## config.mk

```make
export PLATFORM = sky130hd
export DESIGN_NAME = i2s_rx_flat
export DESIGN_NICKNAME = d
export VERILOG_FILES = /design/src/rtl/i2s_rx_if.sv /design/src/rtl/i2s_rx.sv /design/src/flat_wrapper.sv
export SDC_FILE = /design/constraint.sdc
export NUM_CORES = 1
export LEC_CHECK = 0
export ABC_AREA = 1
export BUFFER_PORTS_ARGS = -buffer_cell sky130_fd_sc_hd__buf_2
export CORE_ASPECT_RATIO = 1.75
export CORE_MARGIN = 4
export CORE_UTILIZATION = 58
export CTS_BUF_LIST = sky130_fd_sc_hd__clkbuf_4
export DETAILED_ROUTE_END_ITERATION = 10
export PLACE_DENSITY = 0.78
export SETUP_SLACK_MARGIN = 0.4
export SKIP_CTS_REPAIR_TIMING = 1
export SYNTH_ARGS = -nofsm -noshare
export SYNTH_HDL_FRONTEND = slang
export SYNTH_SLANG_ARGS = --single-unit
export TNS_END_PERCENT = 10
```

## constraint.sdc

```tcl
create_clock -name clk -period 2 [get_ports clk]
set_input_delay 0.4 -clock clk [delete_from_list [all_inputs] [get_ports clk]]
set_output_delay 0.4 -clock clk [all_outputs]
set_load 0.05 [all_outputs]
```

## src/rtl/i2s_rx_if.sv

```systemverilog
// I2S receiver bus: serial pins toward the receiver, deserialized samples away from it.
interface i2s_rx_if;
    logic               i2s_bclk;
    logic               i2s_lrck;
    logic               i2s_sd;
    logic signed [15:0] audio_out;
    logic               l_r_clk;
    logic signed [15:0] left_sample;
    logic signed [15:0] right_sample;
    logic               sample_valid;
    logic               frame_err;

    // Receiver side: samples the pins, drives the sample outputs.
    modport master (
        input  i2s_bclk,
        input  i2s_lrck,
        input  i2s_sd,
        output audio_out,
        output l_r_clk,
        output left_sample,
        output right_sample,
        output sample_valid,
        output frame_err
    );

    // Codec/consumer side: drives the pins, reads the samples.
    modport slave (
        output i2s_bclk,
        output i2s_lrck,
        output i2s_sd,
        input  audio_out,
        input  l_r_clk,
        input  left_sample,
        input  right_sample,
        input  sample_valid,
        input  frame_err
    );
endinterface

```

## src/rtl/i2s_rx.sv

```systemverilog
// I2S receiver: oversamples bclk/lrck/sd, detects bclk rising edges and
// deserializes the MSB-first two's-complement word of each channel slot.
// The bclk_rise on which lrck changes carries the one-bit I2S delay (it holds
// the LSB of the previous word), so the MSB arrives on the following rise.
// SYNC_STAGES must be at least 2.
module i2s_rx #(
    parameter int SAMPLE_BITS = 16,
    parameter int SYNC_STAGES = 2
) (
    input  logic     clk,
    input  logic     reset,
    i2s_rx_if.master bus
);

    typedef enum logic [2:0] {
        ST_IDLE,
        ST_DELAY,
        ST_SHIFT,
        ST_DONE,
        ST_WAIT
    } state_t;

    logic [SYNC_STAGES-1:0] bclk_sync_q;
    logic [SYNC_STAGES-1:0] lrck_sync_q;
    logic [SYNC_STAGES-1:0] sd_sync_q;
    logic                   bclk_d1_q;

    logic                   bclk_s;
    logic                   lrck_s;
    logic                   sd_s;
    logic                   bclk_rise;
    logic                   boundary;

    state_t                 state_q;
    logic [15:0]            shreg_q;
    logic [4:0]             bit_cnt_q;
    logic                   chan_q;
    logic                   lrck_prev_q;
    logic                   primed_q;
    logic                   pend_q;
    logic                   pend_chan_q;

    logic signed [15:0]     audio_out_q;
    logic signed [15:0]     left_sample_q;
    logic signed [15:0]     right_sample_q;
    logic                   l_r_clk_q;
    logic                   sample_valid_q;
    logic                   frame_err_q;

    // Synchronizer chains for the three asynchronous pins plus the bclk edge-detect delay.
    always_ff @(posedge clk or negedge reset) begin
        if (!reset) begin
            bclk_sync_q <= '0;
            lrck_sync_q <= '0;
            sd_sync_q   <= '0;
            bclk_d1_q   <= 1'b0;
        end else begin
            bclk_sync_q <= {bclk_sync_q[SYNC_STAGES-2:0], bus.i2s_bclk};
            lrck_sync_q <= {lrck_sync_q[SYNC_STAGES-2:0], bus.i2s_lrck};
            sd_sync_q   <= {sd_sync_q[SYNC_STAGES-2:0], bus.i2s_sd};
            bclk_d1_q   <= bclk_sync_q[SYNC_STAGES-1];
        end
    end

    assign bclk_s    = bclk_sync_q[SYNC_STAGES-1];
    assign lrck_s    = lrck_sync_q[SYNC_STAGES-1];
    assign sd_s      = sd_sync_q[SYNC_STAGES-1];
    assign bclk_rise = bclk_s & ~bclk_d1_q;
    // primed_q ignores the first rise after reset, when lrck_prev_q is only a reset value
    // and a mismatch would fake a boundary in the middle of a slot.
    assign boundary  = bclk_rise & primed_q & (lrck_s != lrck_prev_q);

    // Slot-tracking state machine with registered sample outputs.
    always_ff @(posedge clk or negedge reset) begin
        if (!reset) begin
            state_q        <= ST_IDLE;
            shreg_q        <= '0;
            bit_cnt_q      <= '0;
            chan_q         <= 1'b0;
            lrck_prev_q    <= 1'b0;
            primed_q       <= 1'b0;
            pend_q         <= 1'b0;
            pend_chan_q    <= 1'b0;
            audio_out_q    <= '0;
            left_sample_q  <= '0;
            right_sample_q <= '0;
            l_r_clk_q      <= 1'b0;
            sample_valid_q <= 1'b0;
            frame_err_q    <= 1'b0;
        end else begin
            sample_valid_q <= 1'b0;
            frame_err_q    <= 1'b0;
            if (bclk_rise) begin
                lrck_prev_q <= lrck_s;
                primed_q    <= 1'b1;
            end
            case (state_q)
                ST_IDLE: begin
                    if (boundary) begin
                        chan_q  <= lrck_s;
                        state_q <= ST_DELAY;
                    end
                end
                ST_DELAY: begin
                    // The boundary rise already delivered the delay bit; arm the shifter.
                    bit_cnt_q <= '0;
                    if (boundary) begin
                        frame_err_q <= 1'b1;
                        chan_q      <= lrck_s;
                        shreg_q     <= '0;
                    end else begin
                        state_q <= ST_SHIFT;
                    end
                end
                ST_SHIFT: begin
                    if (bclk_rise) begin
                        if (bit_cnt_q == 5'(SAMPLE_BITS - 1)) begin
                            // With minimal-length slots the LSB shares its rise with the next
                            // boundary: finish this word, then start the new slot.
                            shreg_q   <= {shreg_q[14:0], sd_s};
                            bit_cnt_q <= bit_cnt_q + 5'd1;
                            state_q   <= ST_DONE;
                            if (boundary) begin
                                pend_q      <= 1'b1;
                                pend_chan_q <= lrck_s;
                            end
                        end else if (boundary) begin
                            frame_err_q <= 1'b1;
                            shreg_q     <= '0;
                            chan_q      <= lrck_s;
                            state_q     <= ST_DELAY;
                        end else begin
                            shreg_q   <= {shreg_q[14:0], sd_s};
                            bit_cnt_q <= bit_cnt_q + 5'd1;
                        end
                    end
                end
                ST_DONE: begin
                    if (chan_q) begin
                        right_sample_q <= shreg_q;
                    end else begin
                        left_sample_q <= shreg_q;
                    end
                    audio_out_q    <= shreg_q;
                    l_r_clk_q      <= chan_q;
                    sample_valid_q <= 1'b1;
                    if (pend_q) begin
                        pend_q  <= 1'b0;
                        chan_q  <= pend_chan_q;
                        state_q <= ST_DELAY;
                    end else begin
                        state_q <= ST_WAIT;
                    end
                end
                ST_WAIT: begin
                    if (boundary) begin
                        chan_q  <= lrck_s;
                        state_q <= ST_DELAY;
                    end
                end
                default: state_q <= ST_IDLE;
            endcase
        end
    end

    assign bus.audio_out    = audio_out_q;
    assign bus.l_r_clk      = l_r_clk_q;
    assign bus.left_sample  = left_sample_q;
    assign bus.right_sample = right_sample_q;
    assign bus.sample_valid = sample_valid_q;
    assign bus.frame_err    = frame_err_q;

endmodule

```

## src/flat_wrapper.sv

```systemverilog
// flat-port wrapper written by rule: the top's interface ports become plain ports
module i2s_rx_flat 
#(
    parameter int SAMPLE_BITS = 16,
    parameter int SYNC_STAGES = 2
)
  (clk, reset, bus_i2s_bclk, bus_i2s_lrck, bus_i2s_sd, bus_audio_out, bus_l_r_clk, bus_left_sample, bus_right_sample, bus_sample_valid, bus_frame_err);
  i2s_rx_if bus_i ();
  input  logic clk;
  input  logic reset;
  input wire logic [$bits(bus_i.i2s_bclk)-1:0] bus_i2s_bclk;
  input wire logic [$bits(bus_i.i2s_lrck)-1:0] bus_i2s_lrck;
  input wire logic [$bits(bus_i.i2s_sd)-1:0] bus_i2s_sd;
  output wire logic [$bits(bus_i.audio_out)-1:0] bus_audio_out;
  output wire logic [$bits(bus_i.l_r_clk)-1:0] bus_l_r_clk;
  output wire logic [$bits(bus_i.left_sample)-1:0] bus_left_sample;
  output wire logic [$bits(bus_i.right_sample)-1:0] bus_right_sample;
  output wire logic [$bits(bus_i.sample_valid)-1:0] bus_sample_valid;
  output wire logic [$bits(bus_i.frame_err)-1:0] bus_frame_err;
  assign bus_i.i2s_bclk = bus_i2s_bclk;
  assign bus_i.i2s_lrck = bus_i2s_lrck;
  assign bus_i.i2s_sd = bus_i2s_sd;
  assign bus_audio_out = bus_i.audio_out;
  assign bus_l_r_clk = bus_i.l_r_clk;
  assign bus_left_sample = bus_i.left_sample;
  assign bus_right_sample = bus_i.right_sample;
  assign bus_sample_valid = bus_i.sample_valid;
  assign bus_frame_err = bus_i.frame_err;
  i2s_rx #(.SAMPLE_BITS(SAMPLE_BITS), .SYNC_STAGES(SYNC_STAGES)) u_core (.clk(clk), .reset(reset), .bus(bus_i));
endmodule
```

# ---- Yosys cells after proc, flatten, opt, wreduce, memory -nomap -nowiden
# Index checks and enable logic that the tools add are counted.
dict set report classes {
  muxes 29
  bitwise_logic 5
  mul 0
  n_eq_ne 14
  n_shift 0
  div 0
  reduce_logical 14
  addsub 1
  order_cmp 0
}
# cell count
set ops {}
lappend ops {{2-to-1 mux 16 bit} 4}
lappend ops {{case mux 16 bit (2 select lines)} 1}
lappend ops {{2-to-1 mux 3 bit} 5}
lappend ops {{2-to-1 mux 5 bit} 3}
lappend ops {{case mux 3 bit (4 select lines)} 1}
lappend ops {{AND reduction 4 bit} 3}
lappend ops {{2-to-1 mux 1 bit} 11}
lappend ops {{inequality test 2 x 1 -> 1 bit, second input constant} 5}
lappend ops {{case mux 5 bit (2 select lines)} 1}
lappend ops {{equality test 3 x 2 -> 1 bit, second input constant} 2}
lappend ops {{AND reduction 2 bit} 3}
lappend ops {{AND reduction 3 bit} 2}
lappend ops {{adder 5 x 1 -> 5 bit, second input constant} 1}
lappend ops {{equality test 5 x 4 -> 1 bit, second input constant} 1}
lappend ops {{inequality test 2 bit, second input constant} 2}
lappend ops {{case mux 1 bit (2 select lines)} 2}
lappend ops {{nonzero test 2 bit} 2}
lappend ops {{bitwise AND 1 bit} 3}
lappend ops {{equality test 3 x 1 -> 1 bit, second input constant} 1}
lappend ops {{equality test 3 bit, second input constant} 1}
lappend ops {{logical NOT 3 bit} 1}
lappend ops {{inequality test 3 bit, second input constant} 1}
lappend ops {{case mux 1 bit (3 select lines)} 1}
lappend ops {{nonzero test 3 bit} 1}
lappend ops {{other kinds (4)} 5}
dict set report word_totals {
  output_inout_bits 51
  n_memories 0
  inputBits 5
  reg_bits 87
  wordCells 81
  ram_bits 0
  latch_bits 0
  rom_bits 0
}

# ---- Depth between registers and ports, before layout
# Gate-level depths: netlist of the first run.
dict set report depth {
  depth_word 8
  ltp_mapped 11
  depth_no_buf 10
}

# ---- Worst setup path after synthesis of the first run
# Ideal clock, no wire load.
dict set report synth_timing {
  path_type {register to register}
  startpoint {register u_core.bit_cnt_q[0]}
  endpoint {register u_core.shreg_q[0]}
  t_arrival_ns 1.547
  setup_ns 0.116
  required_time_ns 1.884
  path_stages_with_launch 12
  path_slack_ns 0.337
  n_path_buf 1
  synth_period_minus_slack_ns 1.663
  path_cell_list {dfrtp_1 > ha_1 > nand2_1 > nor2_1 > ha_1 > inv_1 > nand3_1 > buf_2 > nand2_1 > inv_1 > nand2_1 > nand2_1}
}
dict set report synth_between {
  elab_chain_len 4
}
# element line_no
set synth_rtl {}
lappend synth_rtl {{start, declared} i2s_rx.sv:36} ;# logic [4:0] bit_cnt_q;
lappend synth_rtl {{start signal, assigned} i2s_rx.sv:121} ;# bit_cnt_q <= bit_cnt_q + 5'd1;
lappend synth_rtl {{start signal, assigned} i2s_rx.sv:134} ;# bit_cnt_q <= bit_cnt_q + 5'd1;
lappend synth_rtl {{equality test 5 x 4 -> 1 bit} i2s_rx.sv:117} ;# if (bit_cnt_q == 5'(SAMPLE_BITS - 1)) begin
lappend synth_rtl {{2-to-1 mux 16 bit} i2s_rx.sv:117}
lappend synth_rtl {{2-to-1 mux 16 bit} i2s_rx.sv:116} ;# if (bclk_rise) begin
lappend synth_rtl {{case mux 16 bit (2 select lines)} i2s_rx.sv:97} ;# case (state_q)
lappend synth_rtl {{end signal, assigned} i2s_rx.sv:120} ;# shreg_q <= {shreg_q[14:0], sd_s};
lappend synth_rtl {{end signal, assigned} i2s_rx.sv:133} ;# shreg_q <= {shreg_q[14:0], sd_s};
lappend synth_rtl {{end, declared} i2s_rx.sv:35} ;# logic [15:0] shreg_q;
# Every way passes these cells. The select of a mux whose other input is x is not followed.
# A chain may end at the register's enable or synchronous reset.

# ---- Worst setup path in the final report of the first run
dict set report layout_timing {
  startpoint {register u_core.bit_cnt_q[0]}
  endpoint {register u_core.shreg_q[10]}
}
# The elaborated chain is that of the path after synthesis.

==> results of run 1 <==
worst max-delay path: stages (launching register included):
cell and delay [ps]:
dfrtp_2 440, ha_1 210, nand2_1 100, nor2_2 50, ha_2 200, inv_2 130
nand3_4 160, nand2_1 110, inv_1 50, nand2_1 50, nand2_1 40
area by class of cell:
| class | count | share of cell area [%] |
|---|---|---|
| Clock buffer | 11 | 1.95 |
| Clock inverter | 5 | 1.39 |
| Inverter | 53 | 4.75 |
| Multi-Input combinational cell | 277 | 29.8 |
| Sequential cell | 87 | 51.3 |
| Tap cell | 80 | 2.36 |
| Timing Repair Buffer | 63 | 8.40 |
sequential cells by signal, summed over array words and instances, names as in the netlist:
register,flops
u_core.bus.audio_out,16
u_core.bus.left_sample,16
u_core.bus.right_sample,16
u_core.shreg_q,16
u_core.bit_cnt_q,5
u_core.state_q,3
u_core.bclk_sync_q,2
u_core.lrck_sync_q,2
u_core.sd_sync_q,2
u_core.bclk_d1_q,1
u_core.bus.frame_err,1
u_core.bus.l_r_clk,1
u_core.bus.sample_valid,1
u_core.chan_q,1
u_core.lrck_prev_q,1
u_core.pend_chan_q,1
u_core.pend_q,1
u_core.primed_q,1
cells in the mapped netlist:
cell | count | area [um2]
inv_2 | 3 | 11.3
clkbuf_1 | 3 | 11.3
buf_6 | 1 | 11.3
nand4_1 | 1 | 6.26
inv_1 | 49 | 184
nor2_2 | 2 | 12.5
ha_1 | 3 | 37.5
o21ai_1 | 16 | 80.1
buf_2 | 10 | 50.1
buf_4 | 1 | 7.51
o21ai_0 | 37 | 185
nor2_1 | 33 | 124
inv_4 | 1 | 6.26
dfrtp_1 | 87 | 2180
buf_1 | 1 | 3.75
or2_2 | 1 | 6.26
nand2_2 | 1 | 6.26
or2_1 | 1 | 6.26
a21oi_1 | 2 | 10.0
nand3_1 | 12 | 60.1
nor2_4 | 1 | 11.3
nand2_4 | 2 | 22.5
nand2_1 | 160 | 601
nor3_1 | 1 | 5.00
nand3_2 | 2 | 20.0
nand3b_1 | 1 | 7.51
per-layer routing:
metal  vias to the layer above  track usage, %  wire length (um)
li1                       1448               -                 -
met1                      1408            25.3              3120
met2                        84            36.0              4130
met3                        13            4.47               341
met4                         0            9.16               166
met5                         -               0                 0
cells by family after synthesis:
kind of cell,after synthesis
and+or+nand+nor,218
buffers and inverters,69
adders and majority gates,3
AOI/OAI and AO/OA,55
DFF,87
power by group:
part	internal, mW	switching [mW]
Combinational	0.343	1.02
Sequential	1.93	0.133
Clock	0.409	0.579
Total	2.68	1.73
metrics by stage:
step / power (mW) / setup slack [ps] / area, um2 / instances / hold slack (ps)
floorplan: 3.08 / 414 / 3670 / 432 / 104
finish: 4.41 / 370 / 4240 / 576 / 63.0
detailed placement: 3.37 / 224 / 4000 / 554 / 336
CTS: 4.36 / 183 / 4140 / 570 / -155
global placement: 3.34 / 278 / 4000 / 554 / 335
global route: 4.69 / 270 / 4240 / 576 / 19.7
worst min path at each step:
stage / start / to / slack (ps)
6_report: bus_i2s_lrck / u_core.lrck_sync_q[0] / 60
2_1_floorplan: reset / u_core.bclk_d1_q / 100
5_1_grt: bus_i2s_sd / u_core.sd_sync_q[0] / 20
3_5_place_dp: reset / u_core.bus.right_sample[8] / 340
3_3_place_gp: reset / u_core.bus.left_sample[8] / 340
4_1_cts: reset / u_core.bus.left_sample[10] / -160
cell usage in the layout (no fill, tap or decap), types with 2 or more instances in the layout:
master and instances:
buf_4 6, nand2_1 154, nor2_2 4, nand2_2 7
o21ai_1 16, inv_2 4, o21ai_0 37, nand3_4 2
clkinvlp_4 2, nor2_1 31, dfrtp_1 86, clkbuf_4 11
nand3_2 2, a21oi_1 2, inv_1 48, buf_2 54
ha_1 2, nand3_1 11
==> reports/qor.csv, run 1 <==
stage;metric;value;unit
timing;finalSetupViolCount;0;
worst_setup_path;r2r_cells;10;
detailed_routing;drt_iter0_markers;287;
layout;layout-drive-gt1-share;21.2;%
timing;tns;0;ps
worst_setup_path;startpoint_type;flip-flop;
pwr;vdd_drop_max;0.000632;V
layout;regArea;2180;um2
timing;relSlewSlack;74.5;%
die;die_h;113;um
detailed_routing;wire_per_inst;13.5;um
layout;multiInputGateArea;1260;um2
synthesis;synth-simple-area-share;24.2;%
grt;first_global_vias;2805;
synthesis;synth_seq_area_share;59.4;%
run_status;status;finished, final reports clean;
clocking;insertion_delay;440;ps
synthesis;ys_ff_latch;87;
grt;antenna_found_initial;0;
min_path;hold_path_depth;1;
clocking;cts-root-buf;clkbuf_4;
synthesis;synth_top_family_by_area;simple AND/OR/NAND/NOR gates;
pwr;powerDensity;1040;nW/um2
clocking;clock_sinks;87;
worst_setup_path;r2r-start;u_core.bit_cnt_q[0];
worst_setup_path;crit_arrival;1970;ps
clocking;cts_buffers;9;
synthesis;synth_compound_area_share;7.51;%
worst_setup_path;critPathLaunch;u_core.bit_cnt_q[0];
detailed_routing;wl;7760;um
clocking;cts_buffer_depth;2;
worst_setup_path;endpoint;u_core.shreg_q[10];
die;std_cell_rows;38;
timing;fin_crit_sh;81.5;%
timing;fin_crit;1630;ps
timing;finalMaxSlewViolations;0;
detailed_routing;firstDrtPassIters;4;
die;die_x;68.1;um
job;drv_cap;0;
worst_setup_path;path_max_fanout;8;
timing;fmax;0.613;GHz
clocking;tritoncts;yes;
detailed_routing;routed_via_density;5.13;
detailed_routing;ant_nets;0;
worst_setup_path;worstSetupPathType;flip-flop to flip-flop;
die;start_util;59.3;%
timing;grt_setup_unrepaired;yes;
timing;hold_viol;0;
clocking;h-tree-depth;3;
layout;fillCellCount;495;
timing;clock-skew-final;22.5;ps
synthesis;syn_avg_cell_area;8.48;um2
worst_setup_path;r2r_slack;370;ps
synthesis;synth_nets;440;
die;dieArea;7700;um2
worst_setup_path;required;2340;ps
pwr;power.leakage;2.36;nW
place;gp_congestion;0.861;
grt;grt-ovfl-total;0;
grt;grt_start_max_net_pins;62;
synthesis;synth.distinct_cells;26;
synthesis;synthAdderAreaFrac;1.02;%
die;io_pins;56;
synthesis;synthMuxAreaShare;0;%
detailed_routing;drcViolationCount;0;
synthesis;synthCells;432;
place;dpl.hpwl;5180;um
synthesis;syn_area;3660;um2
synthesis;synth_xor_area_share;0;%
layout;antenna_cells;0;
synthesis;ys.warnings.count;0;
die;coreArea;6180;um2
layout;areaGrowthSynthToFinish;15.8;%
timing;worst_pin_slew;381;ps
grt;grt_pass1_wl;12400;um
layout;nNetsFinal;499;
grt;grt_use_total;21.3;%
place;port_buffers;55;
min_path;hold_path.class;primary input to flip-flop;
worst_setup_path;worstReg2RegEnd;u_core.shreg_q[10];
worst_setup_path;crit_path_end_kind;flip-flop;
detailed_routing;vias;2953;
clocking;path_clk_slew;130;ps
layout;final_util;68.6;%
No activity file was read; power rests on OpenSTA's default activity.
==> run 2: changes to the inputs <==
==> constraint.sdc (replaced) <==
create_clock -name clk -period 1.5 [get_ports clk]
set_input_delay 0.3 -clock clk [delete_from_list [all_inputs] [get_ports clk]]
set_output_delay 0.3 -clock clk [all_outputs]
set_load 0.05 [all_outputs]
==> reports/qor.csv, run 2 (synthesized netlist as in run 1, its figures left out) <==
stage;metric;value;unit;change
timing;fin_crit_sh;103;%;+21 points
pwr;powerDensity;1310;nW/um2;+26%
worst_setup_path;cp_cell_sequence;inv_2 > nand3_4 > nand2_1 > nand2_2 > inv_4 > nand2_4 > nand2_1 > nand2_1;;
run_status;status;finished with violations;;
die;dieArea;7700;um2;unchanged
timing;setup_ws;-38.0;ps;-408 ps
worst_setup_path;path_max_fanout;16;;+8
timing;finalMaxSlewViolations;0;;unchanged
clocking;clock_sinks;87;;unchanged
detailed_routing;ant_nets;0;;unchanged
worst_setup_path;crit_top_cell;nand2_1;;
detailed_routing;wire_per_inst;17.6;um;+31%
detailed_routing;routed_via_density;5.50;;+7.3%
clocking;cts-root-buf;clkbuf_4;;
layout;layout_commonest_cell;nand2_1;;
grt;grt_pass1_wl;12900;um;+3.7%
place;place_ws;-83.1;ps;-308 ps
place;dpl.hpwl;5430;um;+4.8%
worst_setup_path;crit_arrival;1880;ps;-90 ps
detailed_routing;drcViolationCount;0;;unchanged
run_status;violations;negative setup slack;;
place;port_buffers;55;;unchanged
detailed_routing;firstDrtPassIters;4;;unchanged
worst_setup_path;cp_slowest_cell;dfrtp_1;;
die;die_x;68.1;um;unchanged
layout;antenna_cells;0;;unchanged
pwr;vdd_drop_max;0.000965;V;+53%
timing;worst_pin_slew;495;ps;+114 ps
timing;fin_crit;1540;ps;-92.0 ps
die;coreArea;6180;um2;unchanged
layout;areaGrowthSynthToFinish;39.2;%;
worst_setup_path;critPathTopFamily;simple AND/OR/NAND/NOR gates;;
worst_setup_path;r2r_slack;-40;ps;-410 ps
worst_setup_path;crit_path_end_kind;flip-flop;;
layout;layout_common_cells;nand2_1, dfrtp_1, buf_6;;
timing;finalSetupViolCount;3;;+3
timing;grt_setup_unrepaired;yes;;
detailed_routing;vias;3236;;+9.6%
layout;fillCellCount;304;;-39%
detailed_routing;drt_iter0_markers;265;;-7.7%
job;drv_cap;0;;unchanged
pwr;total_power;6.69;mW;+52%
worst_setup_path;max_stage_delay;450;ps;about the same
worst_setup_path;startpoint_type;flip-flop;;
timing;clock-skew-final;21.8;ps;-0.711 ps
timing;fmax;0.650;GHz;+6.0%
grt;antenna_found_initial;0;;unchanged
min_path;hold_path.class;primary input to asynchronous set/reset pin;;
worst_setup_path;r2r-start;u_core.state_q[2];;
worst_setup_path;required;1850;ps;-490 ps
clocking;cts_buffer_depth;2;;unchanged
timing;relSlewSlack;67.0;%;-7.5 points
detailed_routing;wl;10300;um;+33%
clocking;tritoncts;yes;;
pwr;power.leakage;2.58;nW;+9.4%
layout;nNetsFinal;511;;+2.4%
place;gp_congestion;0.871;;+1.2%
clocking;h-tree-depth;3;;unchanged
worst_setup_path;worstSetupPathType;flip-flop to flip-flop;;
grt;grt_start_max_net_pins;35;;-44%
worst_setup_path;worstReg2RegEnd;u_core.shreg_q[6];;
die;start_util;59.3;%;unchanged
grt;grt_use_total;21.9;%;+0.68 points
grt;grt-ovfl-total;0;;unchanged
die;die_h;113;um;unchanged
clocking;insertion_delay;450;ps;about the same
clocking;path_clk_slew;140;ps;about the same
clocking;cts_buffers;9;;unchanged
grt;first_global_vias;2825;;+0.71%
worst_setup_path;crit_buf_inv;2;;unchanged
layout;layout-drive-gt1-share;34.8;%;+14 points
timing;hold_viol;0;;unchanged
die;io_pins;56;;unchanged
worst_setup_path;r2r_cells;8;;-2
die;std_cell_rows;38;;unchanged
## run 2: how the worst max path moves through the flow
stage	start	end	depth (start not counted)
floorplan	u_core.bit_cnt_q[0]	u_core.shreg_q[0]	11
global placement	u_core.bit_cnt_q[1]	u_core.bit_cnt_q[3]	9
detailed placement	u_core.bit_cnt_q[1]	u_core.bit_cnt_q[1]	9
CTS	u_core.bit_cnt_q[1]	u_core.bit_cnt_q[1]	9
global route	u_core.bit_cnt_q[0]	u_core.shreg_q[14]	10
finish	u_core.state_q[2]	u_core.shreg_q[6]	8
## run 2: final cells by class
cell class	instances	area, um2	share of cell area (%)
flip-flops and latches	87	2180	42.7
multi-input cells	277	1590	31.1
repair buffers	75	870	17.0
inverters	53	209	4.10
well taps	80	100	1.96
clock inverters	7	87.6	1.72
clock buffers	9	67.6	1.32
## run 2: where the power goes
group	switching [mW]	internal (mW)	leakage [nW]	total, mW
registers	0.230	2.58	1.18	2.81
clock network	0.814	0.662	0.0770	1.48
logic	1.61	0.798	1.32	2.41
total	2.65	4.04	2.58	6.69
## run 2: through the flow
stage / TNS [ps] / cells / instance area (um2) / util (%) / hold WS (ps)
floorplan: 0 / 432 / 3690 / - / 4.41
global placement: -39.6 / 561 / 4080 / 66.1 / 280
detailed placement: -485 / 561 / 4080 / 66.1 / 287
CTS: -1220 / 577 / 4240 / 68.6 / -207
global route: -1940 / 588 / 5100 / 82.5 / 361
finish: -60.8 / 588 / 5100 / 82.5 / 334
## run 2: worst reg2reg max path, cell delays in order (launching register included)
cell     delay, ps
dfrtp_1        450
inv_2          150
nand3_4        140
nand2_1        120
nand2_2         90
inv_4          130
nand2_4        150
nand2_1        140
nand2_1         80
## run 2: metal layers
| metal | up-vias | share of wire [%] | GRT usage [%] |
|---|---|---|---|
| met4 | 0 | 4.8 | 8.50 |
| met3 | 43 | 5.2 | 5.26 |
| li1 | 1471 | - | - |
| met2 | 134 | 55 | 36.7 |
| met1 | 1588 | 35 | 26.6 |
| met5 | - | 0 | 0 |
